===== src/rtl/hub75e_bcm_pkg.sv =====
// Shared types and helpers for the HUB75E binary-code-modulation scanner:
// the scan FSM states, the per-plane output-enable duration and the
// square-law gamma map used by the optional gamma stage.
package hub75e_bcm_pkg;

  typedef enum logic [2:0] {
    IDLE,
    SHIFT,
    BLANK,
    LATCH,
    DISPLAY
  } scan_state_t;

  // OE-low cycles for a bit plane: each plane doubles the previous one.
  function automatic int unsigned oe_duration(input int unsigned lsb_cycles,
                                              input int unsigned plane);
    return lsb_cycles << plane;
  endfunction

  // Square-law brightness map with rounding: (v*v + M/2) / M, M = 2^w - 1.
  function automatic int unsigned gamma_map(input int unsigned value,
                                            input int unsigned w_color);
    int unsigned m;
    m = (32'd1 << w_color) - 32'd1;
    return (value * value + m / 2) / m;
  endfunction

endpackage


===== src/rtl/hub75e_gamma_lut.sv =====
// Combinational square-law map for one colour channel. Used by the
// scanner only when HUB75E_BCM_SCANNER_GAMMA_EN is defined.
module hub75e_gamma_lut
  import hub75e_bcm_pkg::*;
#(
  parameter int w_color = 4
) (
  input  logic [w_color-1:0] value,
  output logic [w_color-1:0] mapped
);

  // Map the raw channel value onto the perceptual brightness curve
  always_comb begin
    mapped = w_color'(gamma_map(32'(value), w_color));
  end

endmodule


===== src/rtl/hub75e_bcm_scanner.sv =====
// HUB75E panel scan engine with binary-code modulation.
// Requests pixels through x/y, captures one bit plane of the returned
// colour per pass, shifts two rows (r and r+H/2) into the panel, latches
// them and lights them for a plane-weighted OE time. Shift and display
// never overlap, and the row address only moves while the panel is dark.
// Optional feature: define HUB75E_BCM_SCANNER_GAMMA_EN to pass each
// captured channel through a square-law map before plane selection.
module hub75e_bcm_scanner
  import hub75e_bcm_pkg::*;
#(
  parameter int screen_width  = 64,
  parameter int screen_height = 64,
  parameter int w_color       = 4,
  parameter int pixel_latency = 1,
  parameter int clk_div       = 2,
  parameter int lsb_oe_cycles = 8,
  parameter int w_x           = $clog2(screen_width),
  parameter int w_y           = $clog2(screen_height)
) (
  input  logic               clk,
  input  logic               rst_n,
  output logic [w_x-1:0]     x,
  output logic [w_y-1:0]     y,
  input  logic [w_color-1:0] red,
  input  logic [w_color-1:0] green,
  input  logic [w_color-1:0] blue,
  output logic               ck,
  output logic               st,
  output logic               oe,
  output logic               a,
  output logic               b,
  output logic               c,
  output logic               d,
  output logic               e,
  output logic               r1,
  output logic               g1,
  output logic               b1,
  output logic               r2,
  output logic               g2,
  output logic               b2,
  output logic               frame_start
);

  localparam int half_rows   = screen_height / 2;
  localparam int w_row       = (half_rows > 1) ? $clog2(half_rows) : 1;
  localparam int w_slot      = $clog2(screen_width + 1);
  localparam int slot_cycles = 2 * clk_div;
  localparam int w_cyc       = $clog2(slot_cycles);
  localparam int w_plane     = (w_color > 1) ? $clog2(w_color) : 1;
  localparam int oe_max      = int'(oe_duration(lsb_oe_cycles, w_color - 1));
  localparam int w_oe        = $clog2(oe_max + 1);

  localparam logic [w_slot-1:0]  last_slot    = w_slot'(screen_width);
  localparam logic [w_cyc-1:0]   last_cyc     = w_cyc'(slot_cycles - 1);
  localparam logic [w_cyc-1:0]   first_ck_cyc = w_cyc'(clk_div);
  localparam logic [w_cyc-1:0]   upper_cyc    = w_cyc'(pixel_latency);
  localparam logic [w_cyc-1:0]   lower_cyc    = w_cyc'(pixel_latency + 1);
  localparam logic [w_row-1:0]   last_row     = w_row'(half_rows - 1);
  localparam logic [w_plane-1:0] last_plane   = w_plane'(w_color - 1);
  // When the lower capture falls on the final slot cycle, the load at the
  // slot boundary must take the live bit instead of the stale capture.
  localparam bit lower_at_edge = (pixel_latency + 1 == slot_cycles - 1);

  scan_state_t        state, state_n;
  logic [w_slot-1:0]  slot, slot_n;
  logic [w_cyc-1:0]   cyc, cyc_n;
  logic [w_oe-1:0]    oe_cnt, oe_cnt_n, oe_last;
  logic [w_plane-1:0] plane, plane_n;
  logic [w_row-1:0]   row, row_n;
  logic               frame_start_n;
  logic               ck_n, request_n, load_data;

  logic [w_color-1:0] red_m, green_m, blue_m;
  logic               red_bit, green_bit, blue_bit;
  logic               cap_r1, cap_g1, cap_b1, cap_r2, cap_g2, cap_b2;

`ifdef HUB75E_BCM_SCANNER_GAMMA_EN
  hub75e_gamma_lut #(.w_color(w_color)) u_gamma_red   (.value(red),   .mapped(red_m));
  hub75e_gamma_lut #(.w_color(w_color)) u_gamma_green (.value(green), .mapped(green_m));
  hub75e_gamma_lut #(.w_color(w_color)) u_gamma_blue  (.value(blue),  .mapped(blue_m));
`else
  // Raw channel values feed plane selection directly
  always_comb begin
    red_m   = red;
    green_m = green;
    blue_m  = blue;
  end
`endif

  // Select the active bit plane from each (optionally mapped) channel
  always_comb begin
    red_bit   = red_m[plane];
    green_bit = green_m[plane];
    blue_bit  = blue_m[plane];
  end

  // Scan state and position counters
  always_ff @(posedge clk or negedge rst_n) begin
    if (!rst_n) begin
      state  <= IDLE;
      slot   <= '0;
      cyc    <= '0;
      oe_cnt <= '0;
      plane  <= '0;
      row    <= '0;
    end else begin
      state  <= state_n;
      slot   <= slot_n;
      cyc    <= cyc_n;
      oe_cnt <= oe_cnt_n;
      plane  <= plane_n;
      row    <= row_n;
    end
  end

  // Next-state sequencing plus the look-ahead controls for registered outputs
  always_comb begin
    state_n       = state;
    slot_n        = slot;
    cyc_n         = cyc;
    oe_cnt_n      = oe_cnt;
    plane_n       = plane;
    row_n         = row;
    frame_start_n = 1'b0;
    oe_last       = w_oe'(oe_duration(lsb_oe_cycles, 32'(plane)) - 32'd1);
    case (state)
      IDLE: begin
        state_n       = SHIFT;
        slot_n        = '0;
        cyc_n         = '0;
        frame_start_n = 1'b1;
      end
      SHIFT: begin
        if (cyc == last_cyc) begin
          cyc_n = '0;
          if (slot == last_slot) begin
            slot_n  = '0;
            state_n = BLANK;
          end else begin
            slot_n = slot + 1'b1;
          end
        end else begin
          cyc_n = cyc + 1'b1;
        end
      end
      BLANK: state_n = LATCH;
      LATCH: begin
        state_n  = DISPLAY;
        oe_cnt_n = '0;
      end
      DISPLAY: begin
        if (oe_cnt == oe_last) begin
          state_n = SHIFT;
          slot_n  = '0;
          cyc_n   = '0;
          if (plane == last_plane) begin
            plane_n = '0;
            if (row == last_row) begin
              row_n         = '0;
              frame_start_n = 1'b1;
            end else begin
              row_n = row + 1'b1;
            end
          end else begin
            plane_n = plane + 1'b1;
          end
        end else begin
          oe_cnt_n = oe_cnt + 1'b1;
        end
      end
      default: state_n = IDLE;
    endcase
    request_n = (state_n == SHIFT) && (slot_n != last_slot);
    ck_n      = (state_n == SHIFT) && (slot_n != '0) && (cyc_n >= first_ck_cyc);
    load_data = (state == SHIFT) && (cyc == last_cyc) && (slot != last_slot);
  end

  // Sample the upper and lower pixel bits as they return from the source
  always_ff @(posedge clk or negedge rst_n) begin
    if (!rst_n) begin
      {cap_r1, cap_g1, cap_b1} <= 3'b000;
      {cap_r2, cap_g2, cap_b2} <= 3'b000;
    end else if (state == SHIFT && slot != last_slot) begin
      if (cyc == upper_cyc) {cap_r1, cap_g1, cap_b1} <= {red_bit, green_bit, blue_bit};
      if (cyc == lower_cyc) {cap_r2, cap_g2, cap_b2} <= {red_bit, green_bit, blue_bit};
    end
  end

  // Registered panel and pixel-request outputs
  always_ff @(posedge clk or negedge rst_n) begin
    if (!rst_n) begin
      x           <= '0;
      y           <= '0;
      ck          <= 1'b0;
      st          <= 1'b0;
      oe          <= 1'b1;
      {e, d, c, b, a} <= 5'd0;
      {r1, g1, b1}    <= 3'b000;
      {r2, g2, b2}    <= 3'b000;
      frame_start <= 1'b0;
    end else begin
      ck          <= ck_n;
      st          <= (state_n == LATCH);
      oe          <= (state_n != DISPLAY);
      frame_start <= frame_start_n;
      if (request_n && cyc_n == '0) begin
        x <= slot_n[w_x-1:0];
        y <= w_y'(row_n);
      end else if (request_n && cyc_n == w_cyc'(1)) begin
        y <= w_y'(row_n) + w_y'(half_rows);
      end
      if (state_n == BLANK) begin
        {e, d, c, b, a} <= 5'(row);
      end
      if (load_data) begin
        {r1, g1, b1} <= {cap_r1, cap_g1, cap_b1};
        r2 <= lower_at_edge ? red_bit   : cap_r2;
        g2 <= lower_at_edge ? green_bit : cap_g2;
        b2 <= lower_at_edge ? blue_bit  : cap_b2;
      end
    end
  end

endmodule

===== config.mk =====
export PLATFORM = sky130hd
export DESIGN_NAME = hub75e_bcm_scanner
export DESIGN_NICKNAME = d
export VERILOG_FILES = /design/src/rtl/hub75e_bcm_pkg.sv /design/src/rtl/hub75e_gamma_lut.sv /design/src/rtl/hub75e_bcm_scanner.sv
export SDC_FILE = /design/constraint.sdc
export NUM_CORES = 1
export LEC_CHECK = 0
export ABC_AREA = 1
export BUFFER_PORTS_ARGS = -buffer_cell sky130_fd_sc_hd__buf_2
export CAP_MARGIN = 0
export CELL_PAD_IN_SITES_DETAIL_PLACEMENT = 1
export CELL_PAD_IN_SITES_GLOBAL_PLACEMENT = 1
export CORE_MARGIN = 2
export CORE_UTILIZATION = 43
export CTS_CLUSTER_DIAMETER = 150
export DETAILED_ROUTE_END_ITERATION = 10
export GPL_ROUTABILITY_DRIVEN = 0
export PLACE_DENSITY_LB_ADDON = 0.1
export SYNTH_ARGS = -nofsm -noshare
export SYNTH_HDL_FRONTEND = slang
export SYNTH_SLANG_ARGS = --single-unit

===== constraint.sdc =====
create_clock -name clk -period 3.1 [get_ports clk]
set_clock_uncertainty 0.05 [all_clocks]
set_input_delay 0.155 -clock clk [delete_from_list [all_inputs] [get_ports clk]]
set_output_delay 0.155 -clock clk [all_outputs]
set_load 0.02 [all_outputs]

Word-level counts from Yosys, hierarchy flattened:

Cells that the tools add are included.

* output and inout bits: 27
* logic and storage cells: 105
* bits in read-only memories: 0
* memories kept: 0
* bits in registers: 59
* latch bits: 0
* memory bits (writable): 0

* divide/modulo/power cells: 0
* multiply operators: 0
* reduce and logical (&&, ||, !) cells: 17
* eq/ne operators: 19
* bitwise operators: 0
* shifts and indexed selects: 1
* multiplexer cells: 30
* magnitude comparators: 2
* add/sub/neg operators: 7

Operators by type and width (count)
* $mux W7: 4
* $pmux W7 S3: 1
* $mux W5: 4
* $pmux W3 S5: 1
* $add A7 B1 Y7 const B: 2
* $ne A7 B7 Y1 const B: 2
* $pmux W7 S2: 1
* $eq A3 B2 Y1 const B: 4
* $mux W6: 2
* $mux W3: 3
* $logic_and A1 B1 Y1: 8
* $reduce_and A2 Y1: 4
* $eq A7 B7 Y1: 1
* $eq A7 B7 Y1 const B: 1
* $reduce_bool A7 Y1: 1
* $shl A4 B2 Y7 const A: 1
* $sub A7 B1 Y7 const B: 1
* $add A5 B6 Y6 const B: 1
* $bmux W1 S2: 3
* $eq A2 B2 Y1 const B: 3
* $eq A3 B1 Y1 const B: 2
* $mux W1: 6
* $mux W2: 3
* $pmux W2 S3: 1
* 13 further kinds: 16

Depth between registers and ports, before layout:

* depth in word-level cells: 10
* depth in mapped cells: 16

Least setup slack after synthesis:

Ideal clock, no wire load.

* path type: register to register
* from: reg plane[0]
* to: reg y[2]
* data arrival time: 2.084 ns
* required time: 2.933 ns
* stages on the path, launching flop included: 16
* buffers on the path: 1
* slack: 0.849 ns
* setup time: 0.117 ns
* cell sequence: dfrtp_1 clkinv_1 ha_1 nand2_1 nand2_1 nor2_4 nand3_4 nand2_2 nand3_1 nand2_1 nand2_1 nor2_4 nand2_4 buf_6 nand4_1 nand2_1

* word-level cells in the longest chain between the ends: 9

Ends and longest elaborated chain
* start, declared: RTL line hub75e_bcm_scanner.sv:68 `logic [w_plane-1:0] plane, plane_n;`
* start signal, assigned: RTL line hub75e_bcm_scanner.sv:111 `plane <= plane_n;`
* branches (longest 9 deep; another with $sub A7 B1 Y7)
* end signal, assigned: RTL line hub75e_bcm_scanner.sv:208 `y <= w_y'(row_n);`
* end signal, assigned: RTL line hub75e_bcm_scanner.sv:210 `y <= w_y'(row_n) + w_y'(half_rows);`
* end, declared: RTL line hub75e_bcm_scanner.sv:23 `output logic [w_y-1:0] y,`

Several ways; the timed one is not identified. The select of a mux whose other input is x is not followed.
A chain may end at the register's enable or synchronous reset.

Final worst setup path:

* from: reg plane[0]
* to: reg x[2]

* word-level cells in the longest chain between the ends: 8

Ends and longest elaborated chain
* $shl A4 B2 Y7 *: RTL line hub75e_bcm_pkg.sv:17 `return lsb_cycles << plane;`
* $sub A7 B1 Y7 *: RTL line hub75e_bcm_scanner.sv:125 `oe_last = w_oe'(oe_duration(lsb_oe_cycles, 32'(plane)) - 32'd1);`
* $eq A7 B7 Y1 *: RTL line hub75e_bcm_scanner.sv:152 `if (oe_cnt == oe_last) begin`
* $mux W7 or $mux W3 (tied branches): RTL line hub75e_bcm_scanner.sv:152
* $pmux W7 S3 or $pmux W3 S5 (tied branches): RTL line hub75e_bcm_scanner.sv:126 `case (state)`
* $ne A7 B7 Y1 or $eq A3 B1 Y1 (tied branches): RTL line hub75e_bcm_scanner.sv:173 `request_n = (state_n == SHIFT) && (slot_n != last_slot);`
* $logic_and A1 B1 Y1: RTL line hub75e_bcm_scanner.sv:173
* $logic_and A1 B1 Y1: RTL line hub75e_bcm_scanner.sv:206 `if (request_n && cyc_n == '0) begin`
* end signal, assigned: RTL line hub75e_bcm_scanner.sv:207 `x <= slot_n[w_x-1:0];`
* end, declared: RTL line hub75e_bcm_scanner.sv:22 `output logic [w_x-1:0] x,`

Every way passes the cells marked *; elsewhere a longest branch is shown, timed or not.

==> flow_summary_export.csv <==
group,metric,value,unit
outcome,outcome,"finished, final reports clean",
critical_path,crit_path_top_delay_cell,"sky130_fd_sc_hd__dfrtp_1",
logic_synthesis,netlist-cell-type-count,32,
logic_synthesis,top_cells_by_area_synth,"sky130_fd_sc_hd__dfrtp_1 47%, sky130_fd_sc_hd__nand2_1 13%, sky130_fd_sc_hd__inv_1 4.9%",
logic_synthesis,syn_area,3110,um2
clock_tree,path_clk_slew,0.07,ns
final_layout,stdcell_area,3580,um2
flow_run,cap_viol_max_count,0,
pwr,power_density,402,nW/um2
pwr,p_leak,1.88,nW
timing,fin_crit_sh,0.899,
logic_synthesis,asyncSetResetFlopFracSynth,1.00,
logic_synthesis,synth_sequential_area_ratio,0.475,
floorplan,pin_count,41,
critical_path,crit_path_max_incr_delay,0.51,ns
logic_synthesis,predominant_post_synthesis_flop_cell,"sky130_fd_sc_hd__dfrtp_1",
route,detailroute.via_count,2631,
floorplan,row_count,31,
clock_tree,cts.repair.resized,0,
logic_synthesis,post-synth-top-area-fraction,0.467,
timing,rsz_0062_raised_after_global_routing,"false",
clock_tree,clock_tree.buffer_depth,2,
clock_tree,tritoncts_num_sinks,59,
critical_path,timing.critical_path.to_type,"register",
clock_tree,clk_latency,0.35,ns
timing,setup-violations-final,0,
global_routing,pin_count_of_the_biggest_net_entering_global_routing,60,
logic_synthesis,yosysMostFrequentCell,"sky130_fd_sc_hd__nand2_1",
timing,fin_tns_setup,0,ns
logic_synthesis,avgSynthCellArea,8.36,um2
logic_synthesis,synth_top_cell_by_area,"sky130_fd_sc_hd__dfrtp_1",
global_routing,number_of_global_route_vias_before_repair,2718,
logic_synthesis,post_synth_inst_count,372,
critical_path,timing.critical_path.arrival,2.97,ns
final_layout,multi_input_gate_area,1400,um2
final_layout,ff_latch_area,1480,um2
route,detail-route-antenna-nets,0,
critical_path,path_buf_inv,2,
critical_path,cp-start-kind,"register",
global_routing,grt_first_pass_wirelength,12.5,mm
timing,timing.fmax,0.359,GHz
floorplan,core_area,7140,um2
floorplan,floorplan.initialDensity,0.436,
floorplan,floorplan.die_area,7930,um2
global_routing,antenna_found_initial,0,
critical_path,critical_path_class,"reg2reg",
route,route.detailed.vias_per_inst,5.02,
route,detail_route.drc_violations,0,
placed_design,port-buffer-count,40,
clock_tree,cts_htree_levels,3,
critical_path,cp_top_family,"simple AND/OR/NAND/NOR gates",
floorplan,die_w,89.1,um
logic_synthesis,synthesis.nets,397,
timing,worst_max_slew_pin_slew,0.758,ns
route,route.detailed.wl_per_inst,14.1,um
placed_design,place_area,3400,um2
worst_hold_path,min_path_type,"in2reg",
pwr,power.ir.vdd_worst,0.000188,V
timing,hold_viol,0,
logic_synthesis,yosys.area_share.xor_xnor,0.00563,
final_layout,post_route_cells_drive_above_1_share,0.221,
clock_tree,cts_tree,"yes",
timing,holdWs,0.179,ns
timing,timing.final.max_slew_violations,0,
logic_synthesis,synth_adder_area_share,0.0442,
clock_tree,clk_root_buffer_cell,"sky130_fd_sc_hd__clkbuf_8",
final_layout,fill_cells,905,
final_layout,num_antenna_cells,0,
final_layout,layout-area-overhead-vs-synth,15.1,%
critical_path,critical_path_peak_fanout,15,
logic_synthesis,synth_top_family_by_area,"simple AND/OR/NAND/NOR gates",
critical_path,worst_ep_required_time,3.29,ns
placed_design,post-dp-hpwl,5.52,mm
critical_path,worstPathCellList,"clkinv_1 -> ha_1 -> nand2_1 -> nand2_1 -> nor2_4 -> nand3_4 -> nor2_4 -> inv_2 -> a31oi_4 -> nand3_2 -> nand2_1 -> nand2_1",
timing,max_slew_margin,0.495,
route,drt-pass1-iter-count,4,
logic_synthesis,synth_simple_gate_area_frac,0.298,
timing,post-route-min-period,2.79,ns
logic_synthesis,number_of_synthesized_flops_with_an_enable_pin,0,
route,detailedRoute.firstIterationViolations,119,
logic_synthesis,synth-warning-count,0,
floorplan,die-height,89.1,um
global_routing,grt.overflow.total,0,
critical_path,path_common_cell,"sky130_fd_sc_hd__nand2_1",
route,routed_wirelength,7.39,mm
clock_tree,cts_inserted_buffers,9,
logic_synthesis,synth-seq-cells,59,
logic_synthesis,synth_compound_gate_area_share,0.0764,
logic_synthesis,synth.top_cells.by_count,"105 x sky130_fd_sc_hd__nand2_1, 58 x sky130_fd_sc_hd__dfrtp_1, 41 x sky130_fd_sc_hd__inv_1",
logic_synthesis,yosys-mux-area-fraction,0.0253,
global_routing,grt_util_all_layers,0.205,
final_layout,final_net_count,446,
## area by class of cell
cell class,count,area share
Sequential cell,59,0.413
Multi-Input combinational cell,258,0.391
Timing Repair Buffer,43,0.0629
Inverter,50,0.0524
Clock buffer,10,0.0384
Tap cell,99,0.0346
Clock inverter,5,0.00839
## state kept, by name (all words and copies together) (netlist names), 2 cells and up
register	cells
slot	7
row	5
x	6
oe_cnt	7
plane	2
cyc	2
y	6
state	3
## logic make-up after synthesis
family | Yosys count
and+or+nand+nor | 199
xor gates and xnor gates | 2
adders and majority gates | 11
muxes | 7
AOI/OAI and AO/OA | 39
buffers and inverters | 55
DFF | 59
## layout by cell type, fill, tap and decap left out, drive strengths merged, types with 3 or more instances in the layout
| cell type | n |
|---|---|
| a21oi | 10 |
| a32o | 3 |
| buf | 42 |
| clkbuf | 10 |
| clkinv | 6 |
| dfrtp | 58 |
| ha | 11 |
| inv | 47 |
| mux2 | 7 |
| nand2 | 110 |
| nand3 | 26 |
| nand4 | 13 |
| nor2 | 42 |
| nor3 | 5 |
| o21ai | 25 |
## what timing repair did
action | CTS | global route
hold endpoints to repair | 58 | 0
hold buffers | 1 | 0
endpoints found under the setup margin | 0 | 0
buffers inserted | 0 | 0
## metrics by stage
stage,worst slack (ns),std cells,util,power [W]
6_report,0.312,524,0.502,0.00144
4_1_cts,0.295,524,0.502,0.00146
2_1_floorplan,0.849,372,-,0.000811
5_1_grt,0.0421,524,0.502,0.00149
3_5_place_dp,0.335,508,0.477,0.000844
3_3_place_gp,0.476,508,0.477,0.000842
## routing by layer
metal / share of wire / up-vias / GRT usage
met4: 0.015 / 0 / 0.0719
li1: - / 1290 / -
met5: 0 / - / 0
met2: 0.50 / 42 / 0.351
met3: 0.030 / 10 / 0.0416
met1: 0.46 / 1289 / 0.259
## path summary, 6_finish.rpt
path,from,cells after the start,slack [ns],end
setup / recovery,plane[0],12,0.31,x[2]
hold / removal,red[2],4,0.18,cap_r1
setup reg to reg,plane[0],12,0.31,x[2]
hold reg to reg,y[2],2,0.43,y[2]
max in group asynchronous,rst_n,3,2.04,slot[4]
min in group asynchronous,rst_n,3,0.44,oe_cnt[5]
## where the power goes
group	leakage, nW	switching (W)	internal [W]
sequential	0.768	0.00000392	0.000778
combinational	1.02	0.0000289	0.0000168
clock	0.0839	0.000310	0.000302
## worst reg2reg max path: cells and delay by family (launching register included)
family                     cells  cell delay (ns)
buffers and inverters          2             0.38
and+or+nand+nor                8             1.06
adders and majority gates      1             0.30
AOI/OAI and AO/OA              1             0.39
DFF                            1             0.51
Power figures use the tool's default switching activity.
